$ cat config.mk
export PLATFORM = sky130hd
export DESIGN_NAME = sram_req_arbiter_flat
export DESIGN_NICKNAME = d
export VERILOG_FILES = /design/src/rtl/sram_req_arbiter_if.sv /design/src/rtl/sram_req_arbiter.sv /design/src/flat_wrapper.sv
export SDC_FILE = /design/constraint.sdc
export NUM_CORES = 1
export LEC_CHECK = 0
export ABC_AREA = 1
export CORE_MARGIN = 2
export CORE_UTILIZATION = 45
export CTS_CLUSTER_DIAMETER = 50
export DETAILED_ROUTE_END_ITERATION = 12
export GPL_TIMING_DRIVEN = 0
export PLACE_DENSITY = 0.82
export RECOVER_POWER = 50
export REMOVE_ABC_BUFFERS = 1
export SETUP_SLACK_MARGIN = 0.3
export SYNTH_ARGS = -nofsm -noshare
export SYNTH_HDL_FRONTEND = slang
export SYNTH_SLANG_ARGS = --single-unit
export TNS_END_PERCENT = 10
$ cat constraint.sdc
create_clock -name clk -period 1.25 [get_ports clk]
set_clock_uncertainty 0.1 [all_clocks]
set_input_delay 0.25 -clock clk [delete_from_list [all_inputs] [get_ports clk]]
set_output_delay 0.25 -clock clk [all_outputs]
set_load 0.01 [all_outputs]
$ cat src/rtl/sram_req_arbiter_if.sv
// Strobe/busy bus between the request arbiter (master) and the SRAM controller (slave).
interface sram_req_arbiter_if;
  localparam int unsigned AW = 24;
  localparam int unsigned DW = 8;

  logic          ctl_read;
  logic          ctl_write;
  logic [AW-1:0] ctl_addr;
  logic [DW-1:0] ctl_din;
  logic [1:0]    ctl_byte_sel;
  logic [DW-1:0] ctl_dout;
  logic          ctl_busy;

  modport master (
    output ctl_read, ctl_write, ctl_addr, ctl_din, ctl_byte_sel,
    input  ctl_dout, ctl_busy
  );

  modport slave (
    input  ctl_read, ctl_write, ctl_addr, ctl_din, ctl_byte_sel,
    output ctl_dout, ctl_busy
  );
endinterface

$ cat src/rtl/sram_req_arbiter.sv
// Merges loader/CPU/PPU byte requests onto one SRAM controller strobe bus, fixed priority.
// Optional per-requester completion counters are enabled with `define SRAM_ARB_STATS_EN.
module sram_req_arbiter #(
  parameter int unsigned TIMEOUT = 15,
  parameter int unsigned TW      = 4
) (
  input  logic        clk,
  input  logic        reset,
  input  logic        ld_write,
  input  logic [21:0] ld_addr,
  input  logic [7:0]  ld_data,
  input  logic        cpu_read,
  input  logic        cpu_write,
  input  logic [21:0] cpu_addr,
  input  logic [7:0]  cpu_wdata,
  input  logic        ppu_read,
  input  logic [21:0] ppu_addr,
  output logic [7:0]  cpu_rdata,
  output logic [7:0]  ppu_rdata,
  output logic        cpu_ack,
  output logic        ppu_ack,
  output logic        ld_ack,
  output logic        overrun,
  output logic        timeout_err,
  sram_req_arbiter_if.master ctl
`ifdef SRAM_ARB_STATS_EN
  ,
  output logic [15:0] stat_ld,
  output logic [15:0] stat_cpu,
  output logic [15:0] stat_ppu
`endif
);

  localparam int unsigned SW = 21;  // mapped SRAM byte address width
  localparam int unsigned DW = 8;

  typedef enum logic [2:0] {IDLE, STROBE, WAIT_HI, WAIT_LO, ABORT, RESP} state_t;
  typedef enum logic [1:0] {G_LD, G_PPU, G_CPU} gnt_t;

  state_t state, state_nxt;
  gnt_t   gnt, sel_gnt;
  logic   gnt_rd;

  logic          ld_pend, cpu_pend, ppu_pend;
  logic [SW-1:0] ld_a, cpu_a, ppu_a;
  logic [DW-1:0] ld_d, cpu_d;
  logic          cpu_wr;

  logic [SW-1:0] sel_addr;
  logic [DW-1:0] sel_data;
  logic          sel_rd;

  logic          grant, capture, abort;
  logic [TW-1:0] timer;
  logic          timer_hit;

  logic ld_req, cpu_req, ppu_req;
  logic ld_clr, cpu_clr, ppu_clr;

  // addr[20] is not part of the SRAM map
  logic unused_addr_bits;
  assign unused_addr_bits = ^{ld_addr[20], cpu_addr[20], ppu_addr[20]};

  function automatic logic [SW-1:0] map_addr(input logic [21:0] a);
    return {a[21], a[19:0]};
  endfunction

  assign ld_req  = ld_write;
  assign cpu_req = cpu_read | cpu_write;
  assign ppu_req = ppu_read;

  assign ld_clr  = (state == RESP) && (gnt == G_LD);
  assign cpu_clr = (state == RESP) && (gnt == G_CPU);
  assign ppu_clr = (state == RESP) && (gnt == G_PPU);

  assign timer_hit = (timer == TW'(TIMEOUT));

  // Pending slots: a new request is taken when the slot is free or completing this cycle
  always_ff @(posedge clk) begin
    if (reset) begin
      ld_pend  <= 1'b0;
      cpu_pend <= 1'b0;
      ppu_pend <= 1'b0;
      ld_a     <= '0;
      cpu_a    <= '0;
      ppu_a    <= '0;
      ld_d     <= '0;
      cpu_d    <= '0;
      cpu_wr   <= 1'b0;
      overrun  <= 1'b0;
    end else begin
      if (ld_req && (!ld_pend || ld_clr)) begin
        ld_pend <= 1'b1;
        ld_a    <= map_addr(ld_addr);
        ld_d    <= ld_data;
      end else if (ld_clr) begin
        ld_pend <= 1'b0;
      end

      if (cpu_req && (!cpu_pend || cpu_clr)) begin
        cpu_pend <= 1'b1;
        cpu_a    <= map_addr(cpu_addr);
        cpu_d    <= cpu_wdata;
        cpu_wr   <= cpu_write;
      end else if (cpu_clr) begin
        cpu_pend <= 1'b0;
      end

      if (ppu_req && (!ppu_pend || ppu_clr)) begin
        ppu_pend <= 1'b1;
        ppu_a    <= map_addr(ppu_addr);
      end else if (ppu_clr) begin
        ppu_pend <= 1'b0;
      end

      if ((ld_req && ld_pend && !ld_clr) || (cpu_req && cpu_pend && !cpu_clr) ||
          (ppu_req && ppu_pend && !ppu_clr))
        overrun <= 1'b1;
    end
  end

  // Fixed priority select: loader > PPU > CPU
  always_comb begin
    sel_gnt  = G_LD;
    sel_addr = ld_a;
    sel_data = ld_d;
    sel_rd   = 1'b0;
    if (!ld_pend) begin
      if (ppu_pend) begin
        sel_gnt  = G_PPU;
        sel_addr = ppu_a;
        sel_data = '0;
        sel_rd   = 1'b1;
      end else begin
        sel_gnt  = G_CPU;
        sel_addr = cpu_a;
        sel_data = cpu_d;
        sel_rd   = !cpu_wr;
      end
    end
  end

  always_ff @(posedge clk) begin
    if (reset) state <= IDLE;
    else       state <= state_nxt;
  end

  always_comb begin
    state_nxt = state;
    grant     = 1'b0;
    capture   = 1'b0;
    abort     = 1'b0;
    case (state)
      IDLE: begin
        if (ld_pend || ppu_pend || cpu_pend) begin
          grant     = 1'b1;
          state_nxt = STROBE;
        end
      end
      STROBE: state_nxt = WAIT_HI;
      WAIT_HI: begin
        if (ctl.ctl_busy)   state_nxt = WAIT_LO;
        else if (timer_hit) state_nxt = ABORT;
      end
      WAIT_LO: begin
        if (!ctl.ctl_busy) begin
          capture   = 1'b1;
          state_nxt = RESP;
        end else if (timer_hit) begin
          state_nxt = ABORT;
        end
      end
      ABORT: begin
        abort     = 1'b1;
        state_nxt = RESP;
      end
      RESP:    state_nxt = IDLE;
      default: state_nxt = IDLE;
    endcase
  end

  // Controller bus, timer, acks and read data
  always_ff @(posedge clk) begin
    if (reset) begin
      gnt              <= G_LD;
      gnt_rd           <= 1'b0;
      ctl.ctl_read     <= 1'b0;
      ctl.ctl_write    <= 1'b0;
      ctl.ctl_addr     <= '0;
      ctl.ctl_din      <= '0;
      ctl.ctl_byte_sel <= '0;
      timer            <= '0;
      ld_ack           <= 1'b0;
      cpu_ack          <= 1'b0;
      ppu_ack          <= 1'b0;
      cpu_rdata        <= '0;
      ppu_rdata        <= '0;
      timeout_err      <= 1'b0;
    end else begin
      ctl.ctl_read  <= grant && sel_rd;
      ctl.ctl_write <= grant && !sel_rd;
      if (grant) begin
        gnt              <= sel_gnt;
        gnt_rd           <= sel_rd;
        ctl.ctl_addr     <= {3'b000, sel_addr};
        ctl.ctl_din      <= sel_data;
        ctl.ctl_byte_sel <= sel_addr[1:0];
      end

      if (state == STROBE)
        timer <= '0;
      else if ((state == WAIT_HI || state == WAIT_LO) && !timer_hit)
        timer <= timer + TW'(1);

      ld_ack  <= (capture || abort) && (gnt == G_LD);
      cpu_ack <= (capture || abort) && (gnt == G_CPU);
      ppu_ack <= (capture || abort) && (gnt == G_PPU);

      if ((capture || abort) && gnt_rd) begin
        if (gnt == G_CPU) cpu_rdata <= abort ? 8'hFF : ctl.ctl_dout;
        if (gnt == G_PPU) ppu_rdata <= abort ? 8'hFF : ctl.ctl_dout;
      end

      if (abort) timeout_err <= 1'b1;
    end
  end

`ifdef SRAM_ARB_STATS_EN
  // Saturating completion counters
  always_ff @(posedge clk) begin
    if (reset) begin
      stat_ld  <= '0;
      stat_cpu <= '0;
      stat_ppu <= '0;
    end else begin
      if (ld_ack  && stat_ld  != 16'hFFFF) stat_ld  <= stat_ld  + 16'd1;
      if (cpu_ack && stat_cpu != 16'hFFFF) stat_cpu <= stat_cpu + 16'd1;
      if (ppu_ack && stat_ppu != 16'hFFFF) stat_ppu <= stat_ppu + 16'd1;
    end
  end
`endif

endmodule
$ cat src/flat_wrapper.sv
// flat-port wrapper written by rule: the top's interface ports become plain ports
module sram_req_arbiter_flat 
#(
  parameter int unsigned TIMEOUT = 15,
  parameter int unsigned TW      = 4
)
  (clk, reset, ld_write, ld_addr, ld_data, cpu_read, cpu_write, cpu_addr, cpu_wdata, ppu_read, ppu_addr, cpu_rdata, ppu_rdata, cpu_ack, ppu_ack, ld_ack, overrun, timeout_err, ctl_ctl_read, ctl_ctl_write, ctl_ctl_addr, ctl_ctl_din, ctl_ctl_byte_sel, ctl_ctl_dout, ctl_ctl_busy);
  sram_req_arbiter_if ctl_i ();
  input  logic clk;
  input  logic reset;
  input  logic ld_write;
  input  logic [21:0] ld_addr;
  input  logic [7:0] ld_data;
  input  logic cpu_read;
  input  logic cpu_write;
  input  logic [21:0] cpu_addr;
  input  logic [7:0] cpu_wdata;
  input  logic ppu_read;
  input  logic [21:0] ppu_addr;
  output logic [7:0] cpu_rdata;
  output logic [7:0] ppu_rdata;
  output logic cpu_ack;
  output logic ppu_ack;
  output logic ld_ack;
  output logic overrun;
  output logic timeout_err;
  output wire logic [$bits(ctl_i.ctl_read)-1:0] ctl_ctl_read;
  output wire logic [$bits(ctl_i.ctl_write)-1:0] ctl_ctl_write;
  output wire logic [$bits(ctl_i.ctl_addr)-1:0] ctl_ctl_addr;
  output wire logic [$bits(ctl_i.ctl_din)-1:0] ctl_ctl_din;
  output wire logic [$bits(ctl_i.ctl_byte_sel)-1:0] ctl_ctl_byte_sel;
  input wire logic [$bits(ctl_i.ctl_dout)-1:0] ctl_ctl_dout;
  input wire logic [$bits(ctl_i.ctl_busy)-1:0] ctl_ctl_busy;
  assign ctl_ctl_read = ctl_i.ctl_read;
  assign ctl_ctl_write = ctl_i.ctl_write;
  assign ctl_ctl_addr = ctl_i.ctl_addr;
  assign ctl_ctl_din = ctl_i.ctl_din;
  assign ctl_ctl_byte_sel = ctl_i.ctl_byte_sel;
  assign ctl_i.ctl_dout = ctl_ctl_dout;
  assign ctl_i.ctl_busy = ctl_ctl_busy;
  sram_req_arbiter #(.TIMEOUT(TIMEOUT), .TW(TW)) u_core (.clk(clk), .reset(reset), .ld_write(ld_write), .ld_addr(ld_addr), .ld_data(ld_data), .cpu_read(cpu_read), .cpu_write(cpu_write), .cpu_addr(cpu_addr), .cpu_wdata(cpu_wdata), .ppu_read(ppu_read), .ppu_addr(ppu_addr), .cpu_rdata(cpu_rdata), .ppu_rdata(ppu_rdata), .cpu_ack(cpu_ack), .ppu_ack(ppu_ack), .ld_ack(ld_ack), .overrun(overrun), .timeout_err(timeout_err), .ctl(ctl_i));
endmodule
Word-level counts from Yosys, hierarchy flattened
Index checks and enable logic that the tools add are counted.

word-level totals
  word-level logic and storage cells = 106
  output and inout port bits = 57
  flip-flop bits (word level) = 147
  bits of input ports = 97

cells by class
  eq/ne operators = 9
  $add $sub $neg = 1
  mux-type cells = 25
  reductions and logical operators = 45
  bitwise gates (word level) = 1

operators with widths
  cell                   number
  $mux W21               2
  $mux W8                3
  $logic_and A1 B1 Y1    19
  $pmux W3 S5            1
  $mux W1                13
  $mux W3                4
  $logic_not A1 Y1       9
  $logic_or A1 B1 Y1     9
  $eq A3 B2 Y1 const B   2
  $eq A3 B3 Y1 const B   2
  $reduce_bool A2 Y1     3
  $add A4 B1 Y4 const B  1
  $eq A4 B4 Y1 const B   1
  $mux W2                2
  $reduce_and A2 Y1      2
  $eq A3 B1 Y1 const B   1
  $logic_not A3 Y1       1
  $eq A2 B1 Y1 const B   1
  $eq A2 B2 Y1 const B   1
  $logic_not A2 Y1       1
  $ne A2 B1 Y1 const B   1
  $reduce_or A2 Y1       1
  $or A1 B1 Y1           1

Longest topological paths before layout
  depth after elaboration = 6
  depth in mapped cells = 9
  gate-level depth less buffers = 8

Worst setup path before layout
No wires, ideal clock.

  kind = register to register
  from = register u_core.state[1]
  to = register u_core.cpu_rdata[0]
  stages on the path, launching flop included = 9
  slack = -0.155 ns
  setup time = 0.113 ns
  arrival = 1.192 ns
  buffers on the path = 1
  cell sequence = dfxtp_1 inv_2 nor2_1 nand2_1 nand2_2 nand3_4 buf_6 nor2_1 nor2_1

between the ends
  cells in the longest elaborated chain, start to end = 5
  elaborated cells between the ends (all ways) = 8
  classes of those cells = eq/ne (2); mux (3); reduce/logical (3)

ends and longest elaborated chain
  element                                              RTL line                 RTL
  from (decl)                                          sram_req_arbiter.sv:40   state_t state, state_nxt;
  from (signal assigned)                               sram_req_arbiter.sv:145  else state <= state_nxt;
  $eq A3 B2 Y1 / $eq A3 B3 Y1 (equally long branches)  sram_req_arbiter.sv:153  case (state)
  $mux W1                                              sram_req_arbiter.sv:153
  $logic_or A1 B1 Y1                                   sram_req_arbiter.sv:219  if ((capture || abort) && gnt_rd) begin
  $logic_and A1 B1 Y1                                  sram_req_arbiter.sv:219
  $reduce_and A2 Y1 (no source line)                   -
  to (signal assigned)                                 sram_req_arbiter.sv:220  if (gnt == G_CPU) cpu_rdata <= abort ? 8'hFF : ctl.ctl_dout;
  to (decl)                                            sram_req_arbiter.sv:18   output logic [7:0] cpu_rdata,

Several ways; a longest one is shown, not always the timed one.
A chain may end at the register's enable or synchronous reset.

Final worst setup path
  from = register u_core.state[1]
  to = register u_core.ppu_a[20]

between the ends
  cells in the longest elaborated chain, start to end = 4

ends and longest elaborated chain
  element               RTL line                 RTL
  $eq A3 B3 Y1          sram_req_arbiter.sv:74   assign ppu_clr = (state == RESP) && (gnt == G_PPU);
  $logic_and A1 B1 Y1   sram_req_arbiter.sv:74
  $logic_or A1 B1 Y1    sram_req_arbiter.sv:109  if (ppu_req && (!ppu_pend || ppu_clr)) begin
  $logic_and A1 B1 Y1   sram_req_arbiter.sv:109
  to (signal assigned)  sram_req_arbiter.sv:111  ppu_a <= map_addr(ppu_addr);
  to (decl)             sram_req_arbiter.sv:45   logic [SW-1:0] ld_a, cpu_a, ppu_a;

Every way passes these cells.

==> flow_metrics.tcl <==
set metrics [dict create \
    finalCriticalPeriod_ns 1.58 \
    critical_path_class "register to register" \
    h-tree-depth 4 \
    drcViolationCount 0 \
    clockBufferDepth 2 \
    crit_path_end_kind "register" \
    fin_ws_ns -0.330 \
    die_w_um 124 \
    finalWirelength_mm 22.4 \
    ys_ff_latch 145 \
    worst_pin_slew_ns 0.661 \
    die_h_um 124 \
    firstDrtPassIters 5 \
    crit_slowest_cell "dfxtp_4" \
    grt_max_degree 65 \
    die_area_um2 15500 \
    path_cells "inv_4, nand3_4, buf_12, o21ai_4, buf_12, buf_16, nand3_2, nand2_1, nor2_1" \
    core-area_um2 14000 \
    hold_violations 0 \
    grt_pass1_vias 6616 \
    synth_edf_count 0 \
    setup_viol 138 \
    synthDistinctLibCells 28 \
    wl_per_cell_um 17.0 \
    port_buffers 147 \
    r2r.worst_path.cells 9 \
    hpwl_mm 11.0 \
    fill_cells 1104 \
    row_count 43 \
    switchingPower_mw 3.87 \
    max_freq_ghz 0.633 \
    cp.arrival_ns 1.80 \
    p_leak_nw 4.51 \
    maxCapViolCount 0 \
    tritoncts "done" \
    cp_max_fo 7 \
    postLayoutCoreUtil 0.706 \
    min_delay_path_depth 2 \
    intPower_mw 10.2 \
    sw_frac_of_total 0.275 \
    place_congestion 0.784 \
    grt_antenna_before_repair 0 \
    status "finished with violations" \
    avgSynthCellArea_um2 6.80 \
    yosys_warnings 0 \
    worstSetupStartpointType "register" \
    grt_overflow_total 0 \
    clk_latency_ns 0.42 \
    finalSetupTns_ns -32.37 \
    ant_nets 0 \
    min_path_type "primary input to register" \
    track_usage 0.276 \
    ioPinCount 154 \
    cts_sinks 145 \
    syn_inst 959 \
    async_flop_share 0 \
    report.final.slew_viol_count 0 \
    pwr-share-clk 0.408 \
    violations "negative setup slack" \
    diodes 0 \
    clkTransAtPathRegs_ns 0.06 \
    combPwrFrac 0.220 \
    vias 6881 \
    numCtsBuffers 17 \
    netlist_area_um2 6520 \
    grt_pass1_wl_mm 34.0 \
    vdd.ir_drop.worst_v 0.00103 \
    crit_path_max_incr_delay_ns 0.36 \
    power.density_nw_per_um2 1420 \
    nets 1225 \
    final_layout_size_suffix_gt1_frac 0.243 \
    viasPerCell 5.22 \
    slew_headroom 0.560 \
    initial_core_util 0.464 \
    clockRootBuffer "clkbuf_16" \
    ys.flop_type "dfxtp_1" \
    seq_area_frac_synth 0.445 \
    post-route-period-util 1.26 \
    area_growth_pct 52.0 \
    power_frac_seq 0.372 \
    cp.required_ns 1.47 \
    fin_total_pwr_mw 14.0 \
    hold_buffers 0 \
    drtIter0Drc 493 \
    grt_setup_unrepaired "yes" \
    cpMostUsedCell "buf_12" \
]
[sequential cells by signal, summed over array words and instances, names as in the netlist, 8 cells and up]
signal,cells
u_core.ctl.ctl_din,8
u_core.cpu_d,8
u_core.ppu_rdata,8
u_core.ctl.ctl_addr,20
u_core.cpu_a,21
u_core.ppu_a,21
u_core.ld_a,21
u_core.ld_d,8
u_core.cpu_rdata,8
[worst max-delay path, delay by kind of cell (launching register included)]
family,cells,cell delay [ns]
AOI/OAI and AO/OA,1,0.22
and+or+nand+nor,4,0.28
DFF,1,0.36
buffers and inverters,4,0.51
[worst paths after layout]
check,start,to,slack [ns]
setup / recovery,u_core.state[1],u_core.ppu_a[20],-0.33
hold / removal,reset,u_core.ctl.ctl_din[1],0.14
setup reg to reg,u_core.state[1],u_core.ppu_a[20],-0.33
hold reg to reg,u_core.ctl.ctl_din[0],u_core.ctl.ctl_din[0],0.36
[logic make-up after synthesis]
family	synth area share
buffers and inverters	0.0933
other	0.000575
and+or+nand+nor	0.381
AOI/OAI and AO/OA	0.0766
DFF	0.445
adders and majority gates	0.00192
xor gates and xnor gates	0.00134
[per-layer routing]
metal | track usage | vias up | wire, µm
met2 | 0.469 | 320 | 11000
met5 | 0 | - | 0
li1 | - | 3330 | -
met1 | 0.343 | 3188 | 9160
met3 | 0.0606 | 43 | 1770
met4 | 0.102 | 0 | 494
[metrics by stage]
stage / setup slack, ns / cell area [µm²] / hold WS (ns) / instances
2_1_floorplan: -1.42 / 6200 / 0.219 / 896
3_3_place_gp: -3.38 / 7900 / 0.340 / 1223
3_5_place_dp: -2.39 / 8040 / 0.344 / 1230
4_1_cts: -0.313 / 9630 / 0.116 / 1312
5_1_grt: -0.383 / 9910 / 0.163 / 1319
6_report: -0.330 / 9910 / 0.145 / 1319
[timing repair]
action | 4_1_cts | 5_1_grt
gates cloned | 12 | 3
resized for setup | 382 | 77
endpoints found under the setup margin | 199 | 199
pin swaps | 34 | 11
setup buffers | 39 | 4
endpoints found under the hold margin | 0 | 0
[power by group through the flow]
stage / logic (mW) / clock network, mW / registers [mW]
after floorplan: 0.984 / 0 / 5.27
after global placement: 1.86 / 0 / 5.27
after detailed placement: 1.97 / 0 / 5.26
after CTS: 2.88 / 5.74 / 5.19
after global routing: 3.30 / 5.95 / 5.25
final: 3.10 / 5.73 / 5.22
[layout make-up]
type                       instances  area, µm²  area share
inverter                          75        334      0.0337
multi-input combinational        681       3420       0.345
tap                              180        225      0.0227
clock buffer                      23        498      0.0502
timing repair inverter             4       58.8     0.00593
timing repair buffer             203       2220       0.224
clock inverter                     8        174      0.0175
sequential                       145       2980       0.300
[synth_stat cells, types with 2 or more instances]
cell type,count,area share
nand2_1,273,0.16
nor2_1,185,0.11
dfxtp_1,145,0.45
a21oi_1,79,0.061
inv_1,70,0.040
nand3b_1,58,0.067
nand3_1,49,0.038
clkbuf_1,24,0.014
buf_2,21,0.016
o21ai_0,13,0.010
buf_1,9,0.0052
buf_4,7,0.0081
inv_2,5,0.0029
buf_6,4,0.0069
nand2_2,2,0.0019
nand3_4,2,0.0054
nor2_2,2,0.0019
[placed cells by master (no fill, tap or decap), types with 4 or more instances in the layout]
master,count
nand3_2,8
clkinvlp_4,5
clkbuf_8,5
clkbuf_2,9
o21ai_2,7
nand3b_1,58
dfxtp_2,42
nand3_1,41
buf_4,23
nor2_4,6
buf_12,15
dfxtp_4,6
buf_6,45
nor2_1,177
buf_2,11
inv_16,4
clkbuf_16,20
a21oi_1,68
a21oi_2,11
bufinv_16,5
buf_16,4
nand2_2,13
nand2_1,253
o21ai_0,4
clkdlybuf4s50_1,89
inv_1,65
dfxtp_1,97
nor2_2,4
nand2_4,9
Note: power is estimated with default switching activity, not from simulation.
